===== src/rtl/nmr_voter_pkg.sv =====
// rtl/nmr_voter_pkg.sv - shared channel-state type and parameter limits for the NMR voter
package nmr_voter_pkg;

   typedef enum logic [1:0] {
      ST_ACTIVE   = 2'd0,
      ST_SUSPECT  = 2'd1,
      ST_DISABLED = 2'd2
   } chan_state_t;

   localparam int WIDTH_MIN        = 1;
   localparam int WIDTH_MAX        = 64;
   localparam int CHANNELS_MIN     = 3;
   localparam int CHANNELS_MAX     = 7;
   localparam int FAULT_THRESH_MIN = 1;
   localparam int FAULT_THRESH_MAX = 15;

   function automatic int cnt_width(input int thresh);
      return $clog2(thresh + 1);
   endfunction

endpackage


===== src/rtl/nmr_majority.sv =====
// rtl/nmr_majority.sv - combinational masked bitwise majority with lowest-enabled-channel tie break
module nmr_majority import nmr_voter_pkg::*; #(
   parameter int WIDTH    = 8,
   parameter int CHANNELS = 3
) (
   input  logic [CHANNELS*WIDTH-1:0] data,
   input  logic [CHANNELS-1:0]       enable,
   output logic [WIDTH-1:0]          voted
);

   logic [4:0] n_en;
   logic [4:0] ones;
   logic       tie_bit;
   logic       found;

   always_comb begin
      voted   = '0;
      n_en    = '0;
      ones    = '0;
      tie_bit = 1'b0;
      found   = 1'b0;
      for (int k = 0; k < CHANNELS; k++) begin
         n_en = n_en + 5'(enable[k]);
      end
      for (int b = 0; b < WIDTH; b++) begin
         ones    = '0;
         tie_bit = 1'b0;
         found   = 1'b0;
         for (int k = 0; k < CHANNELS; k++) begin
            if (enable[k]) begin
               ones = ones + 5'(data[k*WIDTH+b]);
               if (!found) begin
                  tie_bit = data[k*WIDTH+b];
                  found   = 1'b1;
               end
            end
         end
         // Compare 2*ones against n_en so that ties only arise on even counts.
         if ({ones, 1'b0} > {1'b0, n_en}) begin
            voted[b] = 1'b1;
         end else if ({ones, 1'b0} == {1'b0, n_en}) begin
            voted[b] = tie_bit;
         end
      end
   end

endmodule


===== src/rtl/nmr_voter.sv =====
// rtl/nmr_voter.sv - N-modular redundancy voter with per-channel fault tracking and exclusion
module nmr_voter import nmr_voter_pkg::*; #(
   parameter int WIDTH        = 8,
   parameter int CHANNELS     = 3,
   parameter int FAULT_THRESH = 4
) (
   input  logic                      clk,
   input  logic                      rst_n,
   input  logic                      in_valid,
   input  logic [CHANNELS*WIDTH-1:0] in_data,
   input  logic                      clear_faults,
   output logic                      out_valid,
   output logic [WIDTH-1:0]          out_data,
   output logic [CHANNELS-1:0]       mismatch,
   output logic [CHANNELS-1:0]       chan_disabled,
   output logic                      no_quorum
);

   localparam int CNT_W = cnt_width(FAULT_THRESH);
   localparam logic [CNT_W-1:0] CNT_ONE   = CNT_W'(1);
   localparam logic [CNT_W-1:0] CNT_LIMIT = CNT_W'(FAULT_THRESH);

   chan_state_t         state_q [CHANNELS];
   chan_state_t         state_d [CHANNELS];
   logic [CNT_W-1:0]    cnt_q   [CHANNELS];
   logic [CNT_W-1:0]    cnt_d   [CHANNELS];
   logic [CNT_W-1:0]    cnt_inc;
   logic [CHANNELS-1:0] enable;
   logic [CHANNELS-1:0] mismatch_d;
   logic [WIDTH-1:0]    voted;
   logic                no_quorum_d;

   always_comb begin
      enable = '0;
      for (int k = 0; k < CHANNELS; k++) begin
         enable[k] = (state_q[k] != ST_DISABLED);
      end
   end

   assign chan_disabled = ~enable;

   nmr_majority #(.WIDTH(WIDTH), .CHANNELS(CHANNELS)) u_majority (
      .data   (in_data),
      .enable (enable),
      .voted  (voted)
   );

   always_comb begin
      mismatch_d  = '0;
      no_quorum_d = ($countones(enable) < 2);
      for (int k = 0; k < CHANNELS; k++) begin
         mismatch_d[k] = enable[k] && (in_data[k*WIDTH +: WIDTH] != voted);
      end
   end

   // Clear wins over any update the same sample would have caused.
   always_comb begin
      cnt_inc = '0;
      for (int k = 0; k < CHANNELS; k++) begin
         state_d[k] = state_q[k];
         cnt_d[k]   = cnt_q[k];
         cnt_inc    = cnt_q[k] + CNT_ONE;
         if (clear_faults) begin
            state_d[k] = ST_ACTIVE;
            cnt_d[k]   = '0;
         end else if (in_valid) begin
            case (state_q[k])
               ST_ACTIVE: begin
                  if (mismatch_d[k]) begin
                     cnt_d[k]   = CNT_ONE;
                     state_d[k] = (CNT_ONE == CNT_LIMIT) ? ST_DISABLED : ST_SUSPECT;
                  end
               end
               ST_SUSPECT: begin
                  if (mismatch_d[k]) begin
                     cnt_d[k] = cnt_inc;
                     if (cnt_inc == CNT_LIMIT) state_d[k] = ST_DISABLED;
                  end else begin
                     cnt_d[k]   = '0;
                     state_d[k] = ST_ACTIVE;
                  end
               end
               default: ;
            endcase
         end
      end
   end

   always_ff @(posedge clk or negedge rst_n) begin
      if (!rst_n) begin
         for (int k = 0; k < CHANNELS; k++) begin
            state_q[k] <= ST_ACTIVE;
            cnt_q[k]   <= '0;
         end
         out_valid <= 1'b0;
         out_data  <= '0;
         mismatch  <= '0;
         no_quorum <= 1'b0;
      end else begin
         for (int k = 0; k < CHANNELS; k++) begin
            state_q[k] <= state_d[k];
            cnt_q[k]   <= cnt_d[k];
         end
         out_valid <= in_valid;
         if (in_valid) begin
            out_data  <= voted;
            mismatch  <= mismatch_d;
            no_quorum <= no_quorum_d;
         end else begin
            mismatch  <= '0;
            no_quorum <= 1'b0;
         end
      end
   end

endmodule


===== config.mk =====
export PLATFORM = sky130hd
export DESIGN_NAME = nmr_voter
export DESIGN_NICKNAME = d
export VERILOG_FILES = /design/src/rtl/nmr_voter_pkg.sv /design/src/rtl/nmr_majority.sv /design/src/rtl/nmr_voter.sv
export SDC_FILE = /design/constraint.sdc
export NUM_CORES = 1
export LEC_CHECK = 0
export ABC_AREA = 1
export CAP_MARGIN = 30
export CORE_AREA = 2 2 95 97
export CTS_CLUSTER_SIZE = 25
export DETAILED_ROUTE_END_ITERATION = 8
export DIE_AREA = 0 0 97 99
export SYNTH_ARGS = -nofsm -noshare
export SYNTH_HDL_FRONTEND = slang
export SYNTH_SLANG_ARGS = --single-unit

===== constraint.sdc =====
create_clock -name clk -period 4.5 [get_ports clk]
set_clock_uncertainty 0.05 [all_clocks]
set_input_delay 0.9 -clock clk [delete_from_list [all_inputs] [get_ports clk]]
set_output_delay 0.9 -clock clk [all_outputs]
set_load 0.02 [all_outputs]

==> results.sh, run 1 <==
export IMPL_grt_max_degree=29
export IMPL_synth_seq_cells=28
export IMPL_ctsHoldBuffers=0
export IMPL_hold_class="flip-flop to flip-flop"
export IMPL_netlist_area_leader_share_pct=23.75
export IMPL_core_um2=8551
export IMPL_p_sw_mw=1.385
export IMPL_end_kind="flip-flop"
export IMPL_nFillCells=867
export IMPL_antenna_found_initial=0
export IMPL_antenna_cells=0
export IMPL_cts_buffer_depth=2
export IMPL_met3_length_um=242
export IMPL_synth_most_common_cell="nand2_1"
export IMPL_fmax_ghz=0.2420
export IMPL_tightest_slew_ps=590.0
export IMPL_synth_edf_count=0
export IMPL_pwr_share_clk_pct=8.0
export IMPL_post_drt_wl_per_cell_um=12.12
export IMPL_rr_startpoint="state_q[2]"
export IMPL_min_period_over_period_pct=91.82
export IMPL_place_inst=685
export IMPL_htreeDepth=1
export IMPL_cts_tree="yes"
export IMPL_power_frac_seq_pct=15.8
export IMPL_cell_internal_pwr_mw=1.195
export IMPL_synth_top_flop_cell="dfrtp_1"
export IMPL_wl_met2_mm=4.131
export IMPL_setup_violations_final=0
export IMPL_synthArstFlopShare_pct=100.0
export IMPL_cts_sinks=28
export IMPL_ys_seq_area_share_pct=20.81
export IMPL_layout_drive_gt1_share_pct=7.573
export IMPL_rrSetupSlack_ps=650
export IMPL_worstSetupPathType="input port to flip-flop"
export IMPL_dieArea_um2=9603
export IMPL_root_buffer="clkbuf_8"
export IMPL_avgSynthCellArea_um2=6.247
export IMPL_wl_met1_mm=3.884
export IMPL_start_util_pct=39.38
export IMPL_crit_fanout=6
export IMPL_hold_depth=2
export IMPL_die_h_um=99
export IMPL_dr_max_layer_used="met4"
export IMPL_worst_slack_ps=368.3
export IMPL_synth_nets=618
export IMPL_vdd_drop_max_mv=0.2649
export IMPL_combPwrFrac_pct=76.2
export IMPL_synth_area_leaders="nand2_1, dfrtp_1, ha_1, inv_1, nand3_1"
export IMPL_placed_cell_area_um2=3913
export IMPL_worst_ep_arrival_time_ps=4260
export IMPL_numPortBuffers=43
export IMPL_dieWidth_um=97
export IMPL_vias=3367
export IMPL_p_leak_nw=2.286
export IMPL_finalPower_mw=2.580
export IMPL_synth_largest_area_cell="nand2_1"
export IMPL_vias_per_cell=4.887
export IMPL_postSynthCellCount=539
export IMPL_cts_buffers=3
export IMPL_num_rows=34
export IMPL_drt_total_wl_mm=8.351
export IMPL_worstSkewPairLatency_ps=280
export IMPL_gp_congestion=0.8378
export IMPL_min_period_ps=4132
export IMPL_synth_common_cells="nand2_1, inv_1, ha_1, nand3_1, nor2_1"
export IMPL_yosys_warnings=0
export IMPL_drtAntennaViolNets=0
export IMPL_hold_viol=0
export IMPL_grt_usage_pct=18.13
export IMPL_first_global_vias=3215
export IMPL_hp_start="out_data[7]"
export IMPL_syn_area_um2=3367
export IMPL_grt_remaining_overflow=0
export IMPL_area_growth_pct=18.69
export IMPL_drv_slew=0
export IMPL_yosysUniqueCellTypes=22
export IMPL_r2r_end="state_q[3]"
export IMPL_nNetsFinal=661
export IMPL_required_ps=4630
export IMPL_swShare_pct=53.66
export IMPL_outcome="completed"
export IMPL_place_ws_ps=-52.38
export IMPL_drc_errors=0
export IMPL_maxCapViolations=0
export IMPL_layout_cells_non_filler=689
export IMPL_hpwlAfterDp_mm=6.430
export IMPL_holdPathEnd="out_data[7]"
export IMPL_startpoint_type="input port"
export IMPL_drt_iter0_drc=148
export IMPL_slew_headroom_pct=60.42
export IMPL_r2r_cells=23
export IMPL_clk_pin_slew_ps=110
export IMPL_stdcell_area_um2=3996
export IMPL_drtPass1Iterations=4
export IMPL_power_density_nw_per_um2=645.6
export IMPL_io_pins=44
export IMPL_grt_pass1_wl_mm=14.40
critical path, stage by stage:
cell and delay [ps]:
clkdlybuf4s50_1 510, nand2_1 100, inv_1 80, ha_1 210, nand2_1 60, o21ai_0 100
ha_1 210, ha_1 270, nand2_1 60, nand2_1 60, ha_1 290, nand2_1 70
nor2_2 110, nand2_1 60, a21oi_1 110, nand2_1 120, nand2_2 110, nand2_1 60
nand2_1 50, nand2_1 70, nor2_2 160, nand2_2 130, nand2_2 130, nand2_4 80
nand3b_1 100, nand2_1 60
cell usage in the layout (no fill, tap or decap), types with 3 or more instances in the layout:
cell type and count:
nor2_2 8, inv_2 5, o21ai_0 16, inv_1 60, buf_4 4, nor3_1 3, nand3_1 44, nand2_1 211
clkdlybuf4s50_1 43, ha_1 50, clkinv_1 3, xnor2_1 3, nand3b_1 17, a21oi_1 18, clkbuf_8 3, nor2_1 40
nand2_4 5, dfrtp_1 28, nand2_2 16
state kept, by name (all words and copies together) (netlist names):
signal / count
no_quorum: 1
state_q: 6
mismatch: 3
cnt_q: 9
out_data: 8
out_valid: 1
metrics by stage:
step / util (%) / setup TNS [ps] / hold slack (ps)
2_1_floorplan: - / 0 / 391.2
3_5_place_dp: 45.76 / -335.9 / 421.9
4_1_cts: 46.59 / 0 / 448.9
6_report: 46.74 / 0 / 442.9
5_1_grt: 46.74 / -8.417 / 476.5
3_3_place_gp: 45.76 / 0 / 414.3
cells by family (layout without fill, tap and decap cells):
family | Yosys count | in the layout | share of synthesized area, %
buf+inv | 77 | 119 | 9.067
fa+ha+maj | 51 | 51 | 19.18
xor+xnor | 3 | 3 | 0.7805
compound gates | 35 | 35 | 5.314
flops | 28 | 28 | 20.81
simple gates | 345 | 345 | 44.85
worst max path at each step:
stage	startpoint	to	slack, ps	depth (start not counted)
2_1_floorplan	in_data[3]	cnt_q[0]	960	25
6_report	in_data[3]	state_q[3]	370	26
5_1_grt	in_data[2]	state_q[5]	-6	26
3_3_place_gp	in_data[3]	state_q[5]	5	26
3_5_place_dp	in_data[3]	state_q[5]	-50	26
4_1_cts	in_data[3]	state_q[5]	240	26
power by group through the flow:
stage | sequential (mW) | combinational (mW) | clock [mW]
6_report | 0.408 | 1.96 | 0.207
5_1_grt | 0.423 | 2.29 | 0.218
4_1_cts | 0.408 | 1.96 | 0.211
3_5_place_dp | 0.412 | 1.95 | 0
3_3_place_gp | 0.411 | 1.89 | 0
2_1_floorplan | 0.450 | 1.42 | 0
layer usage:
metal,up-vias,global-route usage (%)
met4,0,4.334
met5,-,0
met3,6,1.206
li1,1779,-
met2,58,33.65
met1,1524,22.99
area by class of cell:
type                    instances  area, µm²  share of cell area [%]
clock buffers                   3      41.29                   1.033
clock inverters                 1      30.03                  0.7514
inverters                      68      255.2                   6.387
multi-input cells             434       2374                   59.39
flip-flops and latches         28      700.7                   17.53
well taps                     108      135.1                   3.381
repair buffers                 47      460.4                   11.52
what timing repair did:
item / CTS / global route
resized for setup: 0 / 5
setup buffers: 0 / 0
hold endpoints to repair: 0 / 0
setup endpoints to repair: 0 / 10
(Power assumes the default switching activity.)
==> inputs of run 2 (changes only) <==
ABC_AREA = not set   (was 1)
CORE_AREA = 2 2 94 96   (was 2 2 95 97)
DIE_AREA = 0 0 96 98   (was 0 0 97 99)
==> run 2 against run 1 <==
Compared with the run above: critical path depth down 8; sequential power is 31% lower; global-route usage grew 0.66 points; highest routed layer unchanged; fmax fell by 4.3%; via count is 3.0% lower.
==> results.sh, run 2 <==
export IMPL_cts_tree="yes"
export IMPL_drt_iter0_drc=128
export IMPL_io_pins=44
export IMPL_startpoint_type="input port"
export IMPL_grt_max_degree=36
export IMPL_maxCapViolations=0
export IMPL_p_leak_nw=2.306
export IMPL_postSynthCellCount=402
export IMPL_hold_class="flip-flop to flip-flop"
export IMPL_worstSkewPairLatency_ps=270
export IMPL_finalPower_mw=0.8123
export IMPL_outcome="completed"
export IMPL_end_kind="flip-flop"
export IMPL_min_period_ps=4317
export IMPL_synth_seq_cells=28
export IMPL_synth_area_leaders="dfrtp_1, ha_1, nand2_1, nor3_1, o21ai_0"
export IMPL_avgSynthCellArea_um2=8.211
export IMPL_dieWidth_um=96
export IMPL_place_inst=593
export IMPL_fmax_ghz=0.2316
export IMPL_worst_ep_arrival_time_ps=4430
export IMPL_layout_drive_gt1_share_pct=26.77
export IMPL_startpoint="in_data[14]"
export IMPL_vias_per_cell=5.433
export IMPL_grt_usage_pct=18.80
export IMPL_area_growth_pct=38.74
export IMPL_timing_hold_ws_ps=458.2
export IMPL_synth_top_flop_cell="dfrtp_1"
export IMPL_final_common_cell="buf_4"
export IMPL_antenna_found_initial=0
export IMPL_grt_pass1_wl_mm=14.46
export IMPL_num_rows=34
export IMPL_gp_congestion=0.8086
export IMPL_die_h_um=98
export IMPL_synth_common_cells="nand2_1, ha_1, nor3_1, dfrtp_1, o21ai_0"
export IMPL_layout_common_cells="buf_4, nand2_1, ha_1, clkdlybuf4s50_1, nor3_1"
export IMPL_cts_sinks=28
export IMPL_cpPeakStageDelay_ps=430
export IMPL_nFillCells=798
export IMPL_synthArstFlopShare_pct=100.0
export IMPL_antenna_cells=0
export IMPL_root_buffer="clkbuf_8"
export IMPL_synth_largest_area_cell="dfrtp_1"
export IMPL_synth_most_common_cell="nand2_1"
export IMPL_dieArea_um2=9408
export IMPL_layout_cells_non_filler=601
export IMPL_critPathSlowestCell="clkdlybuf4s50_1"
export IMPL_hp_start="out_data[6]"
export IMPL_cell_internal_pwr_mw=0.5431
export IMPL_core_um2=8466
export IMPL_min_period_over_period_pct=95.94
export IMPL_drtPass1Iterations=4
export IMPL_synth_nets=481
export IMPL_netlist_area_leader_share_pct=21.23
export IMPL_fin_util_pct=54.09
export IMPL_htreeDepth=1
export IMPL_cp_cell_sequence="clkdlybuf4s50_1, ha_1, nand2_1, o21ai_2, ha_2, ha_1, mux2_4, ha_4, nand3_2, a21oi_2, and4_4, buf_4, nor3_1, nor4b_1, buf_4, nand4_4, and3_1, a31o_1"
export IMPL_yosys_warnings=0
export IMPL_syn_area_um2=3301
export IMPL_regMostFlops="cnt_q"
export IMPL_start_util_pct=38.99
export IMPL_cts_buffers=3
export IMPL_drt_total_wl_mm=9.074
export IMPL_drc_errors=0
export IMPL_tns_ps=0
export IMPL_numPortBuffers=43
export IMPL_slew_headroom_pct=54.17
export IMPL_vias=3265
export IMPL_pwr_share_clk_pct=18.6
export IMPL_clk_pin_slew_ps=90
export IMPL_required_ps=4610
export IMPL_synth_edf_count=0
export IMPL_worstSetupPathType="input port to flip-flop"
export IMPL_rr_startpoint="state_q[4]"
export IMPL_post_drt_wl_per_cell_um=15.10
export IMPL_grt_remaining_overflow=0
export IMPL_nNetsFinal=573
export IMPL_crit_fanout=7
export IMPL_power_frac_seq_pct=34.7
export IMPL_power_density_nw_per_um2=177.4
export IMPL_top_regs="cnt_q x9, out_data x8, state_q x6"
export IMPL_p_sw_mw=0.2692
export IMPL_drv_slew=0
export IMPL_hpwlAfterDp_mm=6.844
export IMPL_largest_reg_flops=9
export IMPL_vdd_drop_max_mv=0.1102
export IMPL_setup_violations_final=0
export IMPL_yosysUniqueCellTypes=47
export IMPL_combPwrFrac_pct=46.7
export IMPL_cts_buffer_depth=2
export IMPL_drtAntennaViolNets=0
export IMPL_ys_seq_area_share_pct=21.23
export IMPL_first_global_vias=3070
export IMPL_swShare_pct=33.14
export IMPL_tightest_slew_ps=686.6
export IMPL_hold_viol=0
==> run 2: cell types whose count changed after synthesis, moves of 24 or more <==
cell	previous run	this run
nor3_1	3	30
nand3_1	44	20
nor2_1	43	12
inv_1	60	19
nand2_1	213	51
==> run 2: worst paths after layout <==
check	end	cells past startpoint	slack, ps
min in group asynchronous	cnt_q[6]	2	950
hold / removal	out_data[6]	2	460
setup / recovery	cnt_q[4]	18	180
hold reg to reg	out_data[6]	2	460
max in group asynchronous	mismatch[1]	2	3180
setup reg to reg	cnt_q[2]	21	360
==> run 2: cell families after synthesis <==
group           Yosys count  synth area share [%]
flops                    28                 21.23
compound gates           95                 20.02
mux                       8                 2.729
fa+ha+maj                51                 19.56
buf+inv                  42                 5.989
xor+xnor                  3                0.7962
simple gates            175                 29.68
==> run 2: final cells by class <==
class	instances	area, µm²	area share [%]
sequential	28	700.7	15.30
inverter	21	78.83	1.721
multi-input combinational	332	2648	57.81
timing repair buffer	108	962.2	21.01
clock buffer	4	55.05	1.202
tap	108	135.1	2.951
==> run 2: what timing repair did <==
| action | CTS | global route |
|---|---|---|
| pin swaps | 5 | 19 |
| setup endpoints to repair | 13 | 17 |
| hold buffers | 0 | 0 |
| setup buffers | 0 | 4 |
| resized for setup | 18 | 49 |
| cloned | 0 | 0 |
==> run 2: worst max-delay path, delay by kind of cell <==
kind,cells,cell delay [ps]
buf+inv,3,730
compound gates,3,430
mux,1,290
simple gates,7,1070
fa+ha+maj,4,1010
==> run 2: layer usage <==
| layer | part of all wire, % | GRT usage, % | up-vias |
|---|---|---|---|
| met1 | 48 | 27.43 | 1553 |
| met3 | 2.7 | 0.6173 | 6 |
| met2 | 49 | 31.68 | 48 |
| li1 | - | - | 1658 |
| met5 | 0 | 0 | - |
| met4 | 0.57 | 1.978 | 0 |
==> run 2: stage by stage <==
step                      setup slack, ps  cell area (µm²)
after CTS                          0.8531             4337
after global routing               -51.50             4579
final                               182.6             4579
after detailed placement           -417.0             4230
after global placement             -395.2             4230
after floorplan                     391.7             3301
==> run 2: power by group through the flow <==
stage	logic [mW]	registers (mW)	clock network (mW)
finish	0.380	0.282	0.151
global route	0.421	0.284	0.164
CTS	0.348	0.282	0.158
detailed placement	0.339	0.287	0
global placement	0.331	0.287	0
floorplan	0.171	0.301	0
==> variant 1, RTL diff (settings of run 1) <==
Register the output `chan_disabled`, cleared by the reset; this adds one clock of latency there. The other outputs are not delayed to match.
--- a/src/rtl/nmr_voter.sv
+++ b/src/rtl/nmr_voter.sv
@@ -39,3 +39,9 @@
 
-   assign chan_disabled = ~enable;
+   always_ff @(posedge clk or negedge rst_n) begin
+      if (!rst_n) begin
+         chan_disabled <= '0;
+      end else begin
+         chan_disabled <= ~enable;
+      end
+   end
 
Check against the original RTL: not equivalent (a bounded check fails within 10 cycles, from zero or initial values and one cycle with rst_n low).
==> variant 1 against run 1 <==
Routed wire length is 0.23% lower. Synthesized area is 4.1% higher. Via count is 1.1% lower. Register-to-register slack worse by 0.03 ns. Final area is 3.3% higher. Largest cell class unchanged. Largest power group unchanged. Sequential cell count is 3 higher. Sequential power is 4% lower. Total power is 37% lower. Setup slack worse by 0.0045 ns. Fmax is 0.11% lower.
==> variant 1: results (changes against run 1) <==
Slew headroom - 61.9% (+1.5 points)
WHS - 0.420 ns (-0.0228 ns)
Post-synth top cells - 183 x nand2_1, 61 x inv_1, 50 x ha_1
Met1 usage - 23.6% (+0.57 points)
Post-Synth XOR/XNOR Area - 1.96% (+1.2 points)
Metal3 WL - 275 um (+14%)
Met3 GRT Util - 1.91% (+0.71 points)
Max VDD drop - 0.000138 V (-48%)
H-tree depth - 2 (+1)
Worst slack, placed - 0.0890 ns (+0.141 ns)
Placed cell area - 4040 um^2 (+3.3%)
Status - finished, final reports clean
Leakage - 2.31 nW (+1.3%)
P_sw - 767 uW (-45%)
Final #Nets - 655 (-0.91%)
Post-synth cell types - 28 (+27%)
Fillers - 894 (+3.1%)
Crit path launch - in_data[1]
Cts bufs inserted - 5 (+2)
Placer Congestion - 0.814 (-2.8%)
Met2 routed WL - 3920 um (-5.2%)
Starting DRC count in detailed routing - 136 (-8.1%)
Hpwl dp - 6480 um (+0.72%)
Clk slew on worst S/H paths - 0.06 ns (-0.05 ns)
M1 wire length - 4010 um (+3.1%)
Endpoint with the worst hold slack - state_q[2]$_DFFE_PN0P_
Path depth of the worst reg2reg path - 26 (+13%)
Vias in the first global route - 3247 (+1.0%)
Sequential fraction of the synthesis area - 22.1% (+1.3 points)
Max incr delay on CP - 0.53 ns (+0.02 ns)
## variant 1: layout make-up
cell class                 count  area, um^2  share of cell area [%]
clock buffer                   7        76.3                    1.85
multi-input combinational    422        2410                    58.4
clock inverter                 1        5.00                   0.121
inverter                      68         255                    6.19
tap                          108         135                    3.27
timing repair buffer          48         468                    11.3
sequential                    31         776                    18.8
## variant 1: power groups by stage
stage / Sequential [mW] / Combinational [mW] / Clock, mW
2_1_floorplan: 0.440 / 0.676 / 0
3_3_place_gp: 0.396 / 0.997 / 0
3_5_place_dp: 0.396 / 1.02 / 0
4_1_cts: 0.392 / 1.03 / 0.218
5_1_grt: 0.400 / 1.17 / 0.226
6_report: 0.391 / 1.02 / 0.210
## variant 1: what timing repair did
| action | in CTS | in global routing |
|---|---|---|
| gates resized for setup | 0 | 1 |
| setup endpoints to repair | 0 | 1 |
| hold buffers | 0 | 0 |
==> variant 2, RTL diff (settings of run 1) <==
Made on the original files. `FAULT_THRESH`: 4 -> 5.
--- a/src/rtl/nmr_voter.sv
+++ b/src/rtl/nmr_voter.sv
@@ -4,3 +4,3 @@
    parameter int CHANNELS     = 3,
-   parameter int FAULT_THRESH = 4
+   parameter int FAULT_THRESH = 5
 ) (
Function: changed (Yosys sat finds a counterexample within 10 cycles, from zero or initial values and one cycle with rst_n low).
==> variant 2 against run 1 <==
Synthesized area increased by 5.1%. Total power rose by 5.9%. Routed wire length is 3.0% higher. Largest cell class unchanged. Sequential cell count stayed put. Worst hold slack worse by 0.00058 ns. Critical endpoint is now state_q[2]$_DFFE_PN0P_. Register-to-register slack better by 0.06 ns. Final area up 3.9%. Setup slack improved by 0.066 ns.
==> variant 2: results (changes against run 1) <==
Status - finished, final reports clean
Sequential fraction of the synthesis area - 19.8% (-1.0 points)
Slew headroom - 53.3% (-7.1 points)
Total number of vias - 3426 (+1.8%)
Worst hold path startpoint - state_q[2]$_DFFE_PN0P_
Placed cells - 699 (+2.0%)
Vias in the first global route - 3194 (-0.65%)
Post-synth cell types - 26 (+18%)
Top_reg_cell synth - dfrtp_1
Crit Reg-Reg Endpoint - state_q[2]$_DFFE_PN0P_
Reg-to-reg slack, setup - 0.71 ns (+0.06 ns)
Hpwl dp - 6570 um (+2.1%)
Fillers - 884 (+2.0%)
Path depth of the worst reg2reg path - 24 (+4.3%)
Starting DRC count in detailed routing - 120 (-19%)
Root Buffer - clkbuf_8
Ant diodes - 0 (unchanged)
Gr usage total - 18.5% (+0.40 points)
Initial antenna violation count - 0 (unchanged)
Post-CTS Setup Inserts - 0 (unchanged)
Placer Congestion - 0.779 (-7.0%)
Final #Nets - 675 (+2.1%)
Leakage - 2.42 nW (+6.0%)
Routed len/inst - 12.2 um (+0.97%)
Synth area leaders - nand2_1 23%, dfrtp_1 20%, ha_1 18%, inv_1 7.4%, nand3_1 5.8%
Final WL - 8600 um (+3.0%)
Worst slack, placed - 0.106 ns (+0.159 ns)
Post-synth net total - 633 (+2.4%)
First-pass GRT wire length - 14900 um (+3.7%)
Max VDD drop - 0.000278 V (+4.9%)
Endpoint with the worst hold slack - state_q[2]$_DFFE_PN0P_
Post-synthesis cell count - 554 (+2.8%)
Post-synth top cells - 215 x nand2_1, 70 x inv_1, 50 x ha_1
H-tree depth - 1 (unchanged)
==> variant 2: cell types whose count changed after synthesis, moves of 2 or more <==
cell	delta
inv_1	+10
nor2_1	-10
nand2_4	+8
a21oi_1	-4
inv_2	+4
nor2_4	+4
nand3_1	-3
clkinv_1	-2
nand2_1	+2
nand2_2	+2
nand3b_1	-2
nor3_1	-2
o2111ai_1	+2
o21ai_0	+2
==> variant 2: worst max path at each step <==
stage	startpoint	to	slack, ns	depth (start not counted)
floorplan	in_data[6]	cnt_q[0]$_DFFE_PN0P_	0.96	25
global placement	in_data[5]	state_q[1]$_DFFE_PN0P_	0.16	26
detailed placement	in_data[4]	state_q[4]$_DFFE_PN0P_	0.11	26
CTS	in_data[4]	state_q[4]$_DFFE_PN0P_	0.42	26
global route	in_data[1]	state_q[1]$_DFFE_PN0P_	0.08	26
finish	in_data[2]	state_q[2]$_DFFE_PN0P_	0.43	26
==> variant 2: logic make-up after synthesis <==
kind of cell / count (synthesis) / synth area share, %
adders and majority gates: 51 / 18.3
and+or+nand+nor: 346 / 45.7
DFF: 28 / 19.8
buffers and inverters: 90 / 10.0
xor gates and xnor gates: 3 / 0.743
AOI/OAI and AO/OA: 36 / 5.45
==> variant 2: final cells by class <==
cell class | count | area [um^2] | share of cell area (%)
timing repair buffer | 47 | 460 | 11.1
clock inverter | 1 | 30.0 | 0.724
sequential | 28 | 701 | 16.9
multi-input combinational | 436 | 2480 | 59.8
clock buffer | 3 | 41.3 | 0.995
tap | 108 | 135 | 3.26
inverter | 80 | 300 | 7.24
==> variant 2: stage by stage <==
stage	cell area, um^2	hold WS (ns)
finish	4150	0.442
global placement	4080	0.408
detailed placement	4080	0.422
CTS	4150	0.450
global route	4150	0.478
floorplan	3540	0.391
==> variant 2: layer usage <==
metal	part of all wire [%]	vias up	global-route usage (%)
met5	0	-	0
met3	2.8	8	1.63
met4	1.7	0	4.23
li1	-	1816	-
met2	47	51	32.7
met1	48	1551	24.7
==> variant 2: worst max-delay path: stages <==
cell and delay [ns]:
clkdlybuf4s50_1 0.51, nand2_1 0.09, inv_1 0.07, ha_1 0.21
nand2_1 0.06, o21ai_0 0.10, ha_1 0.20, ha_1 0.27
nand2_1 0.07, nand2_1 0.06, ha_1 0.29, inv_1 0.04
nor2_1 0.13, nand2_1 0.08, a21oi_1 0.11, nand2_1 0.11
nand2_1 0.13, nand2_1 0.06, nand2_1 0.05, nand2_1 0.06
nor2_2 0.19, nand2_4 0.12, nand2_4 0.08, nand2_4 0.07
nand3_1 0.08, nand2_1 0.06
==> variant 2: where the power goes <==
part           total [mW]  switching [mW]  internal [mW]
clock network       0.219          0.0991          0.120
logic                2.11            1.33          0.779
registers           0.408          0.0702          0.338
